===== config.mk =====
export PLATFORM = sky130hd
export DESIGN_NAME = ahb_slave_mux
export DESIGN_NICKNAME = d
export VERILOG_FILES = /design/src/rtl/ahb_pkg.sv /design/src/rtl/ahb_default_slave.sv /design/src/rtl/ahb_slave_mux.sv
export SDC_FILE = /design/constraint.sdc
export NUM_CORES = 1
export LEC_CHECK = 0
export CORE_AREA = 2 2 86 88
export CTS_CLUSTER_DIAMETER = 80
export DETAILED_ROUTE_END_ITERATION = 10
export DIE_AREA = 0 0 88 90
export PLACE_DENSITY = 0.81
export SYNTH_ARGS = -nofsm -noshare
export SYNTH_HDL_FRONTEND = slang
export SYNTH_HIERARCHICAL = 1
export SYNTH_SLANG_ARGS = --single-unit

===== constraint.sdc =====
create_clock -name HCLK -period 3.3 [get_ports HCLK]
set_input_delay 0.495 -clock HCLK [delete_from_list [all_inputs] [get_ports HCLK]]
set_output_delay 0.495 -clock HCLK [all_outputs]
set_load 0.05 [all_outputs]

===== src/rtl/ahb_pkg.sv =====
`default_nettype none
// ============================================================================
// Module   : ahb_pkg
// Purpose  : Shared AHB encodings and the default-slave state type for the
//            LCD-subsystem response multiplexer.
// Revision : 1.0 - initial release
// ============================================================================
package ahb_pkg;

    localparam int AHB_NUM_SLV = 5;

    typedef enum logic [1:0] {
        IDLE   = 2'b00,
        BUSY   = 2'b01,
        NONSEQ = 2'b10,
        SEQ    = 2'b11
    } htrans_t;

    typedef enum logic [1:0] {
        OKAY  = 2'b00,
        ERROR = 2'b01,
        RETRY = 2'b10,
        SPLIT = 2'b11
    } hresp_t;

    typedef enum logic [1:0] {
        OK   = 2'b00,
        ERR1 = 2'b01,
        ERR2 = 2'b10
    } default_st_t;

endpackage : ahb_pkg
`default_nettype wire


===== src/rtl/ahb_default_slave.sv =====
`default_nettype none
// ============================================================================
// Module   : ahb_default_slave
// Purpose  : Two-cycle AHB ERROR responder for transfers that address no
//            valid slave.
// Revision : 1.0 - initial release
// ============================================================================
module ahb_default_slave
    import ahb_pkg::*;
(
    input  logic       HCLK,
    input  logic       HRESET,
    input  logic       active,
    output logic       ds_hready,
    output logic [1:0] ds_hresp
);

    default_st_t r_state;
    default_st_t w_state;

    // The first data-phase cycle of an unmapped transfer is already ERR1, so
    // the wait state appears with zero latency; the register tracks ERR2.
    always_comb begin
        w_state = r_state;
        if ((r_state == OK) && active) begin
            w_state = ERR1;
        end
    end

    always_comb begin
        ds_hready = (w_state != ERR1);
        ds_hresp  = (w_state == OK) ? OKAY : ERROR;
    end

    always_ff @(posedge HCLK or posedge HRESET) begin
        if (HRESET) begin
            r_state <= OK;
        end else begin
            case (w_state)
                OK:      r_state <= OK;
                ERR1:    r_state <= ERR2;
                ERR2:    r_state <= OK;
                default: r_state <= OK;
            endcase
        end
    end

endmodule : ahb_default_slave
`default_nettype wire


===== src/rtl/ahb_slave_mux.sv =====
`default_nettype none
// ============================================================================
// Module   : ahb_slave_mux
// Purpose  : AHB data-phase response multiplexer for the LCD subsystem;
//            registers HSEL in the address phase and routes the selected
//            slave's HRDATA/HREADYOUT/HRESP back to the master.
//            Define AHB_DEFAULT_SLV_EN to add the ERROR-responding default
//            slave for unmapped or multi-hot selects.
// Revision : 1.0 - initial release
// ============================================================================
module ahb_slave_mux
    import ahb_pkg::*;
#(
    parameter int NUM_SLV = AHB_NUM_SLV,
    parameter int DATA_W  = 32
) (
    input  logic                      HCLK,
    input  logic                      HRESET,
    input  logic [NUM_SLV-1:0]        HSEL,
    input  logic [1:0]                HTRANS,
    input  logic [NUM_SLV*DATA_W-1:0] HRDATA_S,
    input  logic [NUM_SLV-1:0]        HREADYOUT_S,
    input  logic [2*NUM_SLV-1:0]      HRESP_S,
    output logic [DATA_W-1:0]         HRDATA,
    output logic                      HREADY,
    output logic [1:0]                HRESP,
    output logic [NUM_SLV-1:0]        DSEL
);

    logic [NUM_SLV-1:0] r_dsel;
    logic               r_dtrans;
    logic               w_hready;
    logic               w_addr_xfer;
    htrans_t            w_htrans;

    logic [DATA_W-1:0]  w_rdata_s [NUM_SLV];
    logic [1:0]         w_resp_s  [NUM_SLV];

    logic [DATA_W-1:0]  w_pri_rdata;
    logic               w_pri_ready;
    logic [1:0]         w_pri_resp;

    generate
        for (genvar g = 0; g < NUM_SLV; g++) begin : g_slv
            assign w_rdata_s[g] = HRDATA_S[g*DATA_W +: DATA_W];
            assign w_resp_s[g]  = HRESP_S[2*g +: 2];
        end
    endgenerate

    assign w_htrans    = htrans_t'(HTRANS);
    assign w_addr_xfer = (w_htrans == NONSEQ) || (w_htrans == SEQ);

    // Address phase only completes while the bus is ready.
    always_ff @(posedge HCLK or posedge HRESET) begin
        if (HRESET) begin
            r_dsel   <= '0;
            r_dtrans <= 1'b0;
        end else if (w_hready) begin
            r_dsel   <= HSEL;
            r_dtrans <= w_addr_xfer;
        end
    end

    // Descending scan so the lowest set index is the final winner.
    always_comb begin
        w_pri_rdata = '0;
        w_pri_ready = 1'b1;
        w_pri_resp  = OKAY;
        for (int i = NUM_SLV - 1; i >= 0; i--) begin
            if (r_dsel[i]) begin
                w_pri_rdata = w_rdata_s[i];
                w_pri_ready = HREADYOUT_S[i];
                w_pri_resp  = w_resp_s[i];
            end
        end
    end

`ifdef AHB_DEFAULT_SLV_EN
    logic       w_valid;
    logic       w_ds_active;
    logic       w_ds_hready;
    logic [1:0] w_ds_hresp;

    assign w_valid     = $onehot(r_dsel);
    assign w_ds_active = !w_valid && r_dtrans;

    ahb_default_slave u_default_slave (
        .HCLK      (HCLK),
        .HRESET    (HRESET),
        .active    (w_ds_active),
        .ds_hready (w_ds_hready),
        .ds_hresp  (w_ds_hresp)
    );

    always_comb begin
        HRDATA   = '0;
        w_hready = w_ds_hready;
        HRESP    = w_ds_hresp;
        if (w_valid) begin
            HRDATA   = w_pri_rdata;
            w_hready = w_pri_ready;
            HRESP    = w_pri_resp;
        end
    end
`else
    logic w_unused_dtrans;

    assign w_unused_dtrans = r_dtrans;

    always_comb begin
        HRDATA   = w_pri_rdata;
        w_hready = w_pri_ready;
        HRESP    = w_pri_resp;
    end
`endif

    assign HREADY = w_hready;
    assign DSEL   = r_dsel;

endmodule : ahb_slave_mux
`default_nettype wire


After elaboration in Yosys (flattened, before gate mapping)
Index checks and enable logic that the tools add are counted.
Word-level totals
  register bits after elaboration: 5
  input bits: 184
  output and inout bits: 40
  logic and storage cells: 16
Operators by class
  multiplexer cells: 15
Operators with widths (count)
  $mux W32: 5
  $mux W2: 5
  $mux W1: 5

Logic depth before layout (Yosys ltp)
  depth after elaboration: 5
  mapped depth: 6
  depth with buffers taken out: 4

Least setup slack after synthesis
OpenSTA, ideal clock, no wires.
  path type: reg-to-output
  start: reg r_dsel[0] (netlist: DSEL[0])
  end: out HRDATA[30]
  arrival time: 2064 ps
  setup slack: 741 ps
  cell stages (with the launch flop): 5
  path buffers: 2
  cells stage by stage: dfrtp_1 -> buf_2 -> clkbuf_1 -> a21oi_1 -> a21oi_1
On the way
  cells in the longest elaborated chain, start to end: 1
Ends and longest elaborated chain
  start: declaration: line ahb_slave_mux.sv:30  | logic [NUM_SLV-1:0] r_dsel;
  start signal: assignment: line ahb_slave_mux.sv:56  | r_dsel <= '0;
  start signal: assignment: line ahb_slave_mux.sv:59  | r_dsel <= HSEL;
  $mux W32: line ahb_slave_mux.sv:70  | if (r_dsel[i]) begin
  end: declaration: line ahb_slave_mux.sv:24  | output logic [DATA_W-1:0] HRDATA,
No other way between the ends.

Final worst setup path
  start: in HREADYOUT_S[4]
  end: out HREADY
On the way
  cells in the longest elaborated chain, start to end: 5
Ends and longest elaborated chain
  start: declaration: line ahb_slave_mux.sv:22  | input logic [NUM_SLV-1:0] HREADYOUT_S,
  $mux W1 (5 in series): line ahb_slave_mux.sv:70
  end: declaration: line ahb_slave_mux.sv:25  | output logic HREADY,
No other way between the ends.

==> results_tabular.tex <==
\begin{tabular}{lr}
\hline
Metric & Value \\
\hline
\multicolumn{2}{l}{\textbf{Placed design}} \\
Count of buffers inserted at the top-level ports & 221 \\
Post-placement cell area & between 4000 and 5000 um2 \\
DPL Wire Length & 7470 um \\
Worst slack after detailed placement & about 0.38 ns \\
Final estimated routing congestion in global placement & about 0.82 \\
Number of placed instances with taps included & 499 \\
\multicolumn{2}{l}{\textbf{Die}} \\
Boundary Pins & 224 \\
Starting density of the core & 26.4\% \\
Full die area & roughly 8000 um2 \\
Die X & just under 90 um \\
DIE HEIGHT & around 90 um \\
Floorplan core area & between 7000 and 8000 um2 \\
Number of placement rows & 31 \\
\multicolumn{2}{l}{\textbf{Timing}} \\
Worst slew slack as a fraction of its limit & 49.2\% \\
Final-layout setup total negative slack & 0 ns \\
Setup slack of the critical path after layout & slightly below 0.4 ns \\
Final critical path time including I/O delays and setup & 2.91 ns \\
Worst setup skew after layout & 0.00232 ns \\
Transition at the pin with the smallest max-transition slack & $\sim$0.76 ns \\
Final hold violation count & 0 \\
Unrepaired setup endpoints after global routing & no \\
Period utilization & between 80\% and 90\% \\
Fin. max-slew vios & 0 \\
Number of setup violations in the final report & 0 \\
Highest achievable clock rate & 343 MHz \\
\multicolumn{2}{l}{\textbf{Route}} \\
Antenna-violating nets left & 0 \\
Final routed wirelength across all metal layers & 9670 um \\
1st-iter DRT viols & roughly 110 \\
Routed wire per std cell & between 15 and 20 um \\
Metal-1 WL & 3730 um \\
Wire length on met2 & about 5000 um \\
Via count of the routed design & around 2,700 \\
Via density & roughly 5.3 \\
Top layer reached by signal wires & met4 \\
Detailed route wirelength on metal3 & $\sim$800 um \\
Length of the first detailed-routing pass in iterations & 4 \\
Residual DRC count & 0 \\
\multicolumn{2}{l}{\textbf{Clocking}} \\
Number of hold-repair buffers added at the cts stage & 0 \\
Sink count of the clock tree & 5 \\
Clock tree buffer depth & 2 \\
Number of cells upsized or downsized after cts & 0 \\
CTS tree & done \\
Root Driver & sky130\_fd\_sc\_hd\_\_clkbuf\_8 \\
Clk\_lat worst skew & $\sim$0.23 ns \\
TritonCTS Buffers & 3 \\
Register clock-pin slew on the reported worst setup and hold paths & approximately 0.040 ns \\
Maximum level of the CTS H-tree & 1 \\
Post-CTS setup repair buffer count & 0 \\
\multicolumn{2}{l}{\textbf{Global routing}} \\
Total gr overflow & 0 \\
GR Util All Layers & a little under a quarter \\
Maximum number of pins on one net before global-route repair & 70 \\
Initial antenna violation count & 0 \\
Via count of the first global-routing pass & $\sim$2,700 \\
First-pass GRT wire length & 14,500 um \\
\multicolumn{2}{l}{\textbf{Setup path}} \\
Startpoint Class & input pin \\
Endpoint class of the critical path & primary output \\
Family with the most delay on the worst path & buffers and inverters \\
Highest cell delay on the worst timing path & 0.81 ns \\
Buffer and inverter count on the worst path & 2 \\
Cells along the critical path & clkdlybuf4s50\_1 -> nor3b\_2 -> o31ai\_2 -> o221a\_4 -> clkdlybuf4s50\_1 \\
Highest-delay cell along the critical path & sky130\_fd\_sc\_hd\_\_clkdlybuf4s50\_1 \\
Critical Path AT & approximately 2.4 ns \\
Data required, critical path & 2.80 ns \\
Most frequent cell on the critical path & sky130\_fd\_sc\_hd\_\_clkdlybuf4s50\_1 \\
Slack of the worst reg-to-reg path & 1.50 ns \\
Worst Setup Path Type & input pin to primary output \\
Peak fanout along the critical path & 4 \\
\multicolumn{2}{l}{\textbf{Final layout}} \\
Post-layout util & between 60\% and 70\% \\
Count of non-filler cells in the finished layout & between 500 and 600 \\
Max reg flops & 5 \\
Area Overhead vs Synth & 139\% \\
Antenna diode instance count & 0 \\
Final layout net count & between 500 and 600 \\
Ratio of cells with drive above 1 in the final layout & 21.8\% \\
Cell area after layout & roughly 4400 um2 \\
\multicolumn{2}{l}{\textbf{Yosys}} \\
Number of distinct library cells after synthesis & 31 \\
Syn Std Cell Area & around 1900 um2 \\
Number of instances in the synthesized netlist & between 200 and 250 \\
Fraction of the yosys area taken by sequential cells & 6.76\% \\
Post-synth net total & $\sim$390 \\
Synth Register Bits & 5 \\
Mean instance size in the synthesized netlist & slightly above 9 um2 \\
Yosys Warn Count & 6 \\
\multicolumn{2}{l}{\textbf{Power}} \\
Static Leakage & between 0.0015 and 0.002 uW \\
Cell Int Power & between 1500 and 2000 uW \\
Register share of total power & under 10\% \\
Worst supply voltage drop on vdd & just over 0.0009 V \\
Fraction of power spent switching nets & 53.7\% \\
Psw & $\sim$2300 uW \\
Ratio of total power to cell area & around 960 nW/um2 \\
Part of the total power dissipated in combinational logic & between 90\% and 100\% \\
Clock Power Share & around 2.7\% \\
\multicolumn{2}{l}{\textbf{Run}} \\
Maximum capacitance violations & 0 \\
\multicolumn{2}{l}{\textbf{Status}} \\
Run status & complete, no violations \\
\multicolumn{2}{l}{\textbf{Worst hold path}} \\
Hold Path Class & input pin to asynchronous set/reset pin \\
\hline
\end{tabular}
cell families (layout without fill, tap and decap cells):
| family | count (synthesis) | count (layout) | share of synthesized area, % |
|---|---|---|---|
| DFF | 5 | 5 | 6.76 |
| AOI/OAI and AO/OA | 116 | 116 | 68.0 |
| and+or+nand+nor | 10 | 10 | 3.52 |
| buffers and inverters | 68 | 269 | 19.0 |
| muxes | 4 | 4 | 2.77 |
metal layers:
layer  GRT usage [%]  up-vias
li1                -     1275
met1            25.9     1266
met2            42.6      116
met3            5.33       18
met4            5.64        0
met5               0        -
final timing paths:
kind                       endpoint  depth (start not counted)            from
setup / recovery             HREADY                          5  HREADYOUT_S[4]
hold / removal              DSEL[1]                          2          HRESET
setup reg to reg            DSEL[3]                          4         DSEL[3]
hold reg to reg             DSEL[1]                          1         DSEL[0]
max in group asynchronous   DSEL[3]                          2          HRESET
min in group HCLK           DSEL[1]                          1         DSEL[0]
stage by stage:
| stage | hold WS (ns) | power (uW) |
|---|---|---|
| 3_5_place_dp | 0.572 | 4130 |
| 6_report | 0.469 | 4240 |
| 2_1_floorplan | 0.274 | 2550 |
| 5_1_grt | 0.494 | 4430 |
| 4_1_cts | 0.475 | 4260 |
| 3_3_place_gp | 0.565 | 4080 |
power by group through the flow:
| stage | Sequential, uW | Combinational, uW | Clock [uW] |
|---|---|---|---|
| after floorplan | 224 | 2330 | 0 |
| after global placement | 191 | 3890 | 0 |
| after detailed placement | 190 | 3940 | 0 |
| after CTS | 191 | 3950 | 117 |
| after global routing | 204 | 4100 | 122 |
| final | 193 | 3930 | 116 |
final cells by class:
type | count | area (um2)
Clock buffer | 4 | 45.0
Fill cell | 577 | 2590
Sequential cell | 5 | 129
Tap cell | 99 | 124
Timing Repair Buffer | 229 | 2610
Inverter | 36 | 135
Multi-Input combinational cell | 130 | 1380
placed cells by master, fill, tap and decap left out, drive strengths merged:
cell	netlist	final
a221o	33	33
clkbuf	16	4
a221oi	33	33
nor2b	4	4
a2111oi	33	33
nand2b	2	2
a31oi	1	1
mux2i	1	1
mux2	3	3
o21ai	4	4
inv	36	36
o221a	1	1
a211oi	1	1
dfrtp	5	5
o31ai	2	2
clkdlybuf4s50	0	187
a21bo	1	1
nand2	2	2
a21oi	7	7
nor3b	2	2
buf	16	42
synth_stat cells:
master                      number  share of area [%]
sky130_fd_sc_hd__clkbuf_4        1               0.41
sky130_fd_sc_hd__a21bo_2         1               0.54
sky130_fd_sc_hd__buf_1           1               0.20
sky130_fd_sc_hd__nor2b_1         4                1.4
sky130_fd_sc_hd__a221oi_2       30                 24
sky130_fd_sc_hd__buf_4           4                1.6
sky130_fd_sc_hd__buf_12          3                3.2
sky130_fd_sc_hd__a221oi_1        3                1.4
sky130_fd_sc_hd__o31ai_1         1               0.41
sky130_fd_sc_hd__a21oi_1         7                1.9
sky130_fd_sc_hd__o21ai_0         4                1.1
sky130_fd_sc_hd__nand2b_1        2               0.68
sky130_fd_sc_hd__a211oi_1        1               0.41
sky130_fd_sc_hd__o221a_4         1                1.1
sky130_fd_sc_hd__mux2_2          1               0.61
sky130_fd_sc_hd__a2111oi_1      29                 16
sky130_fd_sc_hd__dfrtp_1         5                6.8
sky130_fd_sc_hd__buf_2           5                1.4
sky130_fd_sc_hd__o31ai_2         1               0.68
sky130_fd_sc_hd__a2111oi_2       1               0.81
sky130_fd_sc_hd__clkbuf_1       15                3.0
sky130_fd_sc_hd__mux2_4          2                1.6
sky130_fd_sc_hd__mux2i_1         1               0.54
sky130_fd_sc_hd__a221o_1        33                 18
sky130_fd_sc_hd__a31oi_1         1               0.34
sky130_fd_sc_hd__nand2_1         2               0.41
sky130_fd_sc_hd__inv_1          36                7.3
sky130_fd_sc_hd__nor3b_2         1               0.68
sky130_fd_sc_hd__buf_6           3                1.8
sky130_fd_sc_hd__nor3b_1         1               0.41
sky130_fd_sc_hd__a2111oi_0       3                1.4
Note: power is estimated with default switching activity, not from simulation.
